[src/rtl/lsu_pkg.sv]
// Shared definitions for the load/store unit:
// funct3 codes, FSM states and request legality check.
package lsu_pkg;

    localparam logic [2:0] F3_B  = 3'b000;
    localparam logic [2:0] F3_H  = 3'b001;
    localparam logic [2:0] F3_W  = 3'b010;
    localparam logic [2:0] F3_BU = 3'b100;
    localparam logic [2:0] F3_HU = 3'b101;

    typedef enum logic [2:0] {
        S_IDLE   = 3'd0,
        S_LOAD   = 3'd1,
        S_RMW_RD = 3'd2,
        S_WRITE  = 3'd3,
        S_RESP   = 3'd4
    } lsu_state_t;

    // Misaligned, unsupported or out-of-range requests never reach memory
    function automatic logic lsu_req_err(
        input logic        we,
        input logic [2:0]  f3,
        input logic [31:0] addr,
        input logic [31:0] mem_bytes
    );
        logic bad;
        bad = 1'b0;
        case (f3)
            F3_B:    bad = 1'b0;
            F3_H:    bad = addr[0];
            F3_W:    bad = (addr[1:0] != 2'b00);
            F3_BU:   bad = we;
            F3_HU:   bad = we | addr[0];
            default: bad = 1'b1;
        endcase
        if (addr >= mem_bytes) begin
            bad = 1'b1;
        end
        return bad;
    endfunction

endpackage

[src/rtl/load_store_unit_if.sv]
// Core-side request/response bundle and Data_Memory bus bundle.
// master drives the request (core) or the memory address/data (LSU).
interface lsu_req_if;
    logic        req_valid;
    logic        req_ready;
    logic        req_we;
    logic [2:0]  req_funct3;
    logic [31:0] req_addr;
    logic [31:0] req_wdata;
    logic        resp_valid;
    logic [31:0] resp_rdata;
    logic        resp_err;

    modport master (
        output req_valid, req_we, req_funct3, req_addr, req_wdata,
        input  req_ready, resp_valid, resp_rdata, resp_err
    );
    modport slave (
        input  req_valid, req_we, req_funct3, req_addr, req_wdata,
        output req_ready, resp_valid, resp_rdata, resp_err
    );
endinterface

interface lsu_mem_if;
    logic        mem_WE;
    logic [31:0] mem_A;
    logic [31:0] mem_WD;
    logic [31:0] mem_RD;

    modport master (
        output mem_WE, mem_A, mem_WD,
        input  mem_RD
    );
    modport slave (
        input  mem_WE, mem_A, mem_WD,
        output mem_RD
    );
endinterface

[src/rtl/lsu_align.sv]
// Lane selection and extension for loads, lane merge for
// sub-word stores. Purely combinational, little-endian.
module lsu_align
    import lsu_pkg::*;
(
    input  logic [2:0]  funct3_i,
    input  logic [1:0]  addr_i,
    input  logic [31:0] mem_word_i,
    input  logic [31:0] st_data_i,
    output logic [31:0] ld_data_o,
    output logic [31:0] st_word_o
);

    logic [7:0]  byte_sel;
    logic [15:0] half_sel;

    // Extract and extend the addressed lane of the memory word
    always_comb begin
        byte_sel  = mem_word_i[{addr_i, 3'b000} +: 8];
        half_sel  = addr_i[1] ? mem_word_i[31:16] : mem_word_i[15:0];
        ld_data_o = mem_word_i;
        case (funct3_i)
            F3_B:    ld_data_o = {{24{byte_sel[7]}}, byte_sel};
            F3_BU:   ld_data_o = {24'd0, byte_sel};
            F3_H:    ld_data_o = {{16{half_sel[15]}}, half_sel};
            F3_HU:   ld_data_o = {16'd0, half_sel};
            default: ld_data_o = mem_word_i;
        endcase
    end

    // Overlay store data onto the old word at the addressed lane
    always_comb begin
        st_word_o = mem_word_i;
        case (funct3_i)
            F3_B: begin
                st_word_o[{addr_i, 3'b000} +: 8] = st_data_i[7:0];
            end
            F3_H: begin
                if (addr_i[1]) begin
                    st_word_o[31:16] = st_data_i[15:0];
                end else begin
                    st_word_o[15:0] = st_data_i[15:0];
                end
            end
            default: st_word_o = st_data_i;
        endcase
    end

endmodule

[src/rtl/load_store_unit.sv]
// Sequencer between the memory stage and a word-only Data_Memory.
// Sub-word stores are done as read-modify-write.
module load_store_unit
    import lsu_pkg::*;
#(
    parameter int unsigned MEM_BYTES = 1024
) (
    input  logic      clk,
    input  logic      rst,
    lsu_req_if.slave  req,
    lsu_mem_if.master mem
);

    lsu_state_t  state_q, state_d;
    logic        we_q;
    logic [2:0]  f3_q;
    logic [31:0] addr_q;
    logic [31:0] wdata_q;
    logic        err_q;
    logic [31:0] rdata_q;
    logic [31:0] merge_q;

    logic        ready;
    logic        wr_en;
    logic        resp_v;
    logic        req_err;
    logic        accept;
    logic [31:0] ld_data;
    logic [31:0] st_word;

    assign req_err = lsu_req_err(req.req_we, req.req_funct3,
                                 req.req_addr, 32'(MEM_BYTES));
    assign accept  = req.req_valid & ready;

    lsu_align u_align (
        .funct3_i   (f3_q),
        .addr_i     (addr_q[1:0]),
        .mem_word_i (mem.mem_RD),
        .st_data_i  (wdata_q),
        .ld_data_o  (ld_data),
        .st_word_o  (st_word)
    );

    // State register
    always_ff @(posedge clk) begin
        if (!rst) begin
            state_q <= S_IDLE;
        end else begin
            state_q <= state_d;
        end
    end

    // Next-state and per-state strobes
    always_comb begin
        state_d = state_q;
        ready   = 1'b0;
        wr_en   = 1'b0;
        resp_v  = 1'b0;
        case (state_q)
            S_IDLE: begin
                ready = 1'b1;
                if (req.req_valid) begin
                    if (req_err) begin
                        state_d = S_RESP;
                    end else if (!req.req_we) begin
                        state_d = S_LOAD;
                    end else if (req.req_funct3 == F3_W) begin
                        state_d = S_WRITE;
                    end else begin
                        state_d = S_RMW_RD;
                    end
                end
            end
            S_LOAD:   state_d = S_RESP;
            S_RMW_RD: state_d = S_WRITE;
            S_WRITE: begin
                wr_en   = we_q;
                state_d = S_RESP;
            end
            S_RESP: begin
                resp_v  = 1'b1;
                state_d = S_IDLE;
            end
            default: state_d = S_IDLE;
        endcase
    end

    // Request latches, load result and merge register
    always_ff @(posedge clk) begin
        if (!rst) begin
            we_q    <= 1'b0;
            f3_q    <= 3'd0;
            addr_q  <= 32'd0;
            wdata_q <= 32'd0;
            err_q   <= 1'b0;
            rdata_q <= 32'd0;
            merge_q <= 32'd0;
        end else begin
            if (accept) begin
                we_q    <= req.req_we;
                f3_q    <= req.req_funct3;
                addr_q  <= req.req_addr;
                wdata_q <= req.req_wdata;
                err_q   <= req_err;
                rdata_q <= 32'd0;
                merge_q <= req.req_wdata;
            end
            if (state_q == S_LOAD) begin
                rdata_q <= ld_data;
            end
            if (state_q == S_RMW_RD) begin
                merge_q <= st_word;
            end
        end
    end

    assign req.req_ready  = ready;
    assign req.resp_valid = resp_v;
    assign req.resp_rdata = resp_v ? rdata_q : 32'd0;
    assign req.resp_err   = resp_v & err_q;

    // Write strobe is masked by reset so an in-flight store is dropped
    assign mem.mem_WE = wr_en & rst;
    assign mem.mem_A  = {addr_q[31:2], 2'b00};
    assign mem.mem_WD = (state_q == S_WRITE) ? merge_q : 32'd0;

endmodule
[src/flat_wrapper.sv]
// flat-port wrapper written by rule: the top's interface ports become plain ports
module load_store_unit_flat import lsu_pkg::*;
#(
    parameter int unsigned MEM_BYTES = 1024
)
  (clk, rst, req_req_valid, req_req_we, req_req_funct3, req_req_addr, req_req_wdata, req_req_ready, req_resp_valid, req_resp_rdata, req_resp_err, mem_mem_WE, mem_mem_A, mem_mem_WD, mem_mem_RD);
  lsu_req_if req_i ();
  lsu_mem_if mem_i ();
  input  logic clk;
  input  logic rst;
  input wire logic [$bits(req_i.req_valid)-1:0] req_req_valid;
  input wire logic [$bits(req_i.req_we)-1:0] req_req_we;
  input wire logic [$bits(req_i.req_funct3)-1:0] req_req_funct3;
  input wire logic [$bits(req_i.req_addr)-1:0] req_req_addr;
  input wire logic [$bits(req_i.req_wdata)-1:0] req_req_wdata;
  output wire logic [$bits(req_i.req_ready)-1:0] req_req_ready;
  output wire logic [$bits(req_i.resp_valid)-1:0] req_resp_valid;
  output wire logic [$bits(req_i.resp_rdata)-1:0] req_resp_rdata;
  output wire logic [$bits(req_i.resp_err)-1:0] req_resp_err;
  output wire logic [$bits(mem_i.mem_WE)-1:0] mem_mem_WE;
  output wire logic [$bits(mem_i.mem_A)-1:0] mem_mem_A;
  output wire logic [$bits(mem_i.mem_WD)-1:0] mem_mem_WD;
  input wire logic [$bits(mem_i.mem_RD)-1:0] mem_mem_RD;
  assign req_i.req_valid = req_req_valid;
  assign req_i.req_we = req_req_we;
  assign req_i.req_funct3 = req_req_funct3;
  assign req_i.req_addr = req_req_addr;
  assign req_i.req_wdata = req_req_wdata;
  assign req_req_ready = req_i.req_ready;
  assign req_resp_valid = req_i.resp_valid;
  assign req_resp_rdata = req_i.resp_rdata;
  assign req_resp_err = req_i.resp_err;
  assign mem_mem_WE = mem_i.mem_WE;
  assign mem_mem_A = mem_i.mem_A;
  assign mem_mem_WD = mem_i.mem_WD;
  assign mem_i.mem_RD = mem_mem_RD;
  load_store_unit #(.MEM_BYTES(MEM_BYTES)) u_core (.clk(clk), .rst(rst), .req(req_i), .mem(mem_i));
endmodule
[config.mk]
export PLATFORM = sky130hd
export DESIGN_NAME = load_store_unit_flat
export DESIGN_NICKNAME = d
export VERILOG_FILES = /design/src/rtl/lsu_pkg.sv /design/src/rtl/load_store_unit_if.sv /design/src/rtl/lsu_align.sv /design/src/rtl/load_store_unit.sv /design/src/flat_wrapper.sv
export SDC_FILE = /design/constraint.sdc
export NUM_CORES = 1
export LEC_CHECK = 0
export ABC_CLOCK_PERIOD_IN_PS = 2400
export BUFFER_PORTS_ARGS = -buffer_cell sky130_fd_sc_hd__buf_2
export CORE_MARGIN = 2
export CORE_UTILIZATION = 46
export DETAILED_ROUTE_END_ITERATION = 10
export HOLD_SLACK_MARGIN = 0.03
export PLACE_DENSITY = 0.83
export SLEW_MARGIN = 25
export SYNTH_ARGS = -nofsm -noshare
export SYNTH_HDL_FRONTEND = slang
export SYNTH_HIERARCHICAL = 1
export SYNTH_SLANG_ARGS = --single-unit
[constraint.sdc]
create_clock -name clk -period 2.4 [get_ports clk]
set_input_delay 0.48 -clock clk [delete_from_list [all_inputs] [get_ports clk]]
set_output_delay 0.48 -clock clk [all_outputs]
set_load 0.1 [all_outputs]
======== After elaboration in Yosys (flattened, before gate mapping) ========
Cells that the tools add are included.
storage, ports and cells
  register bits ........................... 136
cells by class
  order comparisons ....................... 1
  reductions and logical operators ........ 7
  equality and inequality tests ........... 12
  shift operators ......................... 3
  bitwise logic cells ..................... 4
  add/subtract/negate cells ............... 1
  muxes and demuxes ....................... 22
operators by type and width
  cell                    number
  $mux 32                 6
  $pmux 32 s4             1
  $pmux 32 s2             1
  $mux 16                 3
  $bwmux 32               1
  $ge 32x11->1 const B    1
  $shift 8x7->32 const A  1
  $shiftx 32x6->8         1
  $shiftx 8x7->32         1
  $eq 3x3->1 const B      5
  $eq 3x1->1 const B      3
  $eq 3x2->1 const B      3
  $logic_not 3->1         3
  $mux 3                  3
  $pmux 3 s3              1
  $neg 5->7               1
  $reduce_bool 2->1       3
  $mux 1                  5
  $pmux 1 s5              1
  $and 1x1->1             3
  $ne 2x2->1 const B      1
  $reduce_or 2->1         1
  $or 1x1->1              1

======== Logic depth before layout (Yosys ltp) ========
  depth after elaboration ................. 6
  gate-level depth with buffers ........... 11

======== Modules after synthesis ========
The synthesis kept the hierarchy.
by module, submodules not included
  module           cells each  sequential area each (µm²)  area each (µm²)  instances
  load_store_unit  656         2722.6                      5472.7           1
  lsu_align        301         0.0                         1760.4           1

======== Worst setup path after synthesis ========
No wires, ideal clock.
  path type ............................... register to output
  start ................................... reg u_core.state_q[2]
  end ..................................... out req_resp_rdata[22]
  required time ........................... 1.920 ns
  buffers on the path ..................... 1
  slack ................................... -0.798 ns
  data arrival time ....................... 2.718 ns
  cell stages (with the launch flop) ...... 4
  path through ............................ dfxtp_1 -> nor3b_1 -> clkbuf_1 -> and2_1
between the ends
  cells in the longest elaborated chain, start to end .. 3
RTL lines
  element                 line                    RTL
  from (decl)             load_store_unit.sv:14   lsu_state_t state_q, state_d;
  from (signal assigned)  load_store_unit.sv:49   state_q <= state_d;
  $eq 3x3->1              load_store_unit.sv:59   case (state_q)
  $mux 1                  load_store_unit.sv:59
  via req_resp_valid      flat_wrapper.sv:17      output wire logic [$bits(req_i.resp_valid)-1:0] req_resp_valid;
  $mux 32                 load_store_unit.sv:119  assign req.resp_rdata = resp_v ? rdata_q : 32'd0;
  to (decl)               flat_wrapper.sv:18      output wire logic [$bits(req_i.resp_rdata)-1:0] req_resp_rdata;
The timed path passes the listed nets, and every way through them passes these cells.

======== Final worst setup path ========
  start ................................... reg u_core.state_q[2]
  end ..................................... out req_resp_rdata[6]
between the ends
  cells in the longest elaborated chain, start to end .. 3
RTL lines
  element     line
  $eq 3x3->1  load_store_unit.sv:59
  $mux 1      load_store_unit.sv:59
  $mux 32     load_store_unit.sv:119
No other way between the ends.

==> summary.txt <==
root buffer cell: clkbuf_16
WL met1: 9791 microns
H-tree level count: 4
Routed met2 length: 10850 microns
ratio of cells with drive above 1 in the final layout: 25.75%
Yosys reg bits: 136
Hold Path Class: in -> reg
Rows: 45
Critical R2R Capture: u_core/merge_q[14]
routed vias: 7746
final setup margin: 0.1232 ns
register-to-register setup slack: 0.33 ns
Final Wtd Congestion: 0.9377
die height: 129.4 microns
CP Max Fanout: 33
Inserted Clock Buffers: 17
worst setup path startpoint: u_core/state_q[2]
Post-synth top cells: nand2_1, dfxtp_1, a21oi_1, nor2_1, and2_1
CTS resizes: 3
die width: 129.4 microns
R2R Path Start: u_core/addr_q[1]
Placement Cell Area: 0.009176 sq mm
Post-Syn Area: 0.007233 sq mm
Worst Setup Start Kind: register
Final Critical Period: 2.277 ns
P per Cell Area: 658.1 mW/mm^2
CP arrival: 1.80 ns
HPWL Detailed: 17140 microns
Fillers: 1245
Area Growth Syn to Fin: 35.98%
Post-Synthesis Cells: 957
Cells after DPL: 1279
Via density: 5.904
WL final: 24130 microns
Ys Warns: 6
share of the synthesized area in the top cell type: 37.64%
Final Non-Filler Cells: 1312
fmax: 439.2 MHz
Top FF cell, synth: dfxtp_1
number of global-route vias before repair: 7105
TritonCTS clock tree: built
status: complete, no violations
Die Footprint: 0.01674 sq mm
Top Ports: 203
DRT Pass-1 Iters: 9
Hold Slack: 0.2959 ns
unrepaired setup endpoints after global routing: false
most common cell in the netlist: nand2_1
Post-DRT Antenna Nets: 0
Worst Setup Path Type: reg -> out
area leader, netlist: dfxtp_1
gr ovfl total: 0
sequential share of the synthesized area: 37.64%
Worst Clk Skew: 0.007057 ns
Worst-Margin Slew: 0.7140 ns
Post-CTS Setup Bufs: 0
final hold violation count: 0
final core utilization: 64.46%
clock buffer depth: 2
Setup crit end: req_resp_rdata[6]
cts hold-fix bufs: 0
critical path required time: 1.92 ns
Final Cycle Share: 94.87%
core area: 0.01526 sq mm
leakage power total: 3.959 nW
worst reg-to-reg path cell count: 9
largest net degree at the start of global routing: 104
worst slack at placement: 0.3786 ns
Slew Viols, Final: 0
Final Net Count: 1195
Tot GR Track Use: 28.15%
Initial Utilization: 47.40%
initial antenna violation count: 3
Synth async-reset ratio: 0%
ranking of synthesized cells by area: dfxtp_1, nand2_1, a21oi_1
DRC: 0
EDFF count, synth: 0
Final Power: 6.473 mW
routed len/inst: 18.39 microns
Fin Setup TNS: 0 ns
clk sinks: 136
Synth cell types: 49
clock slew at reported path FFs: 0.06 ns
crit path capture type: primary output
Slew HR: 51.80%
clock latency on the worst-skew pair: 0.42 ns
IO buf count: 200
max cap viols: 0
Starting DRT DRC Count: 898
VDD IR-drop max: 0.5664 mV
met3 routed WL: 2386 microns
Setup Viol. Count Final: 0
Avg Cell Area, Syn: 7.558 sq um
Finished Cell Area: 0.009836 sq mm
top sig layer: met5
global-route wire length before repair: 36710 microns
how the worst min path moves through the flow:
stage	from	to	cells after the start
floorplan	u_core/we_q	u_core/we_q	2
global placement	u_core/we_q	u_core/we_q	2
detailed placement	u_core/addr_q[19]	u_core/addr_q[19]	2
CTS	req_req_addr[5]	u_core/addr_q[5]	3
global route	req_req_addr[5]	u_core/addr_q[5]	3
finish	req_req_addr[5]	u_core/addr_q[5]	3
worst max-delay path: stages (launching register included):
cell,delay [ns]
dfxtp_2,0.44
nor3b_4,0.31
buf_12,0.20
and2_1,0.21
buf_12,0.19
cells in the final DEF, fill, tap and decap left out, drive strengths merged, types with 3 or more instances in the layout:
cell type  instances
or3               12
nor2              90
dfxtp            136
nor3b              3
clkbuf            18
a31oi              3
and3               5
nor3               7
bufinv             5
clkinvlp           3
nor4               6
o22ai              8
a21oi             97
inv                6
a22oi             53
a22o               9
clkinv             5
buf              221
mux2i              7
o21ai             28
a222oi            31
nand2b            16
o211ai            16
a221oi             6
nand2            204
a211oi             8
nand4b             7
and2              66
ha                 5
power breakdown:
group / leakage (nW) / internal, mW / switching [mW] / total (mW)
clock network: 0.308 / 1.86 / 1.01 / 2.86
registers: 1.11 / 2.36 / 0.0785 / 2.44
logic: 2.54 / 0.355 / 0.816 / 1.17
total: 3.96 / 4.57 / 1.90 / 6.47
kinds of logic (layout without fill, tap and decap cells):
logic type | count (synthesis) | count (layout) | share of synthesized area (%)
flops | 136 | 136 | 37.64
other cells | 1 | 4 | 0.05184
fa+ha+maj | 5 | 5 | 0.8649
buf+inv | 117 | 258 | 8.355
simple gates | 423 | 423 | 26.95
compound gates | 266 | 266 | 24.86
mux | 9 | 9 | 1.280
metal layers:
layer	up-vias	global-route usage [%]
li1	3597	-
met2	457	43.68
met5	-	0
met4	2	13.55
met1	3619	36.79
met3	71	6.936
sequential cells by signal, indices dropped and copies added, names as in the netlist:
name and flops:
u_core/addr_q 32, u_core/err_q 1, u_core/merge_q 32, u_core/state_q 3, u_core/rdata_q 32, u_core/f3_q 3, u_core/we_q 1, u_core/wdata_q 32
area by class of cell:
type                       instances  area [sq um]  area share, %
inverter                           6         23.77         0.2417
multi-input combinational        705          3970          40.36
sequential                       136          2726          27.72
clock inverter                    13         201.4          2.048
clock buffer                      18         439.2          4.465
antenna                            2         5.005        0.05088
timing repair buffer             221          2206          22.43
tap                              211         264.0          2.684
(Power assumes the default switching activity.)
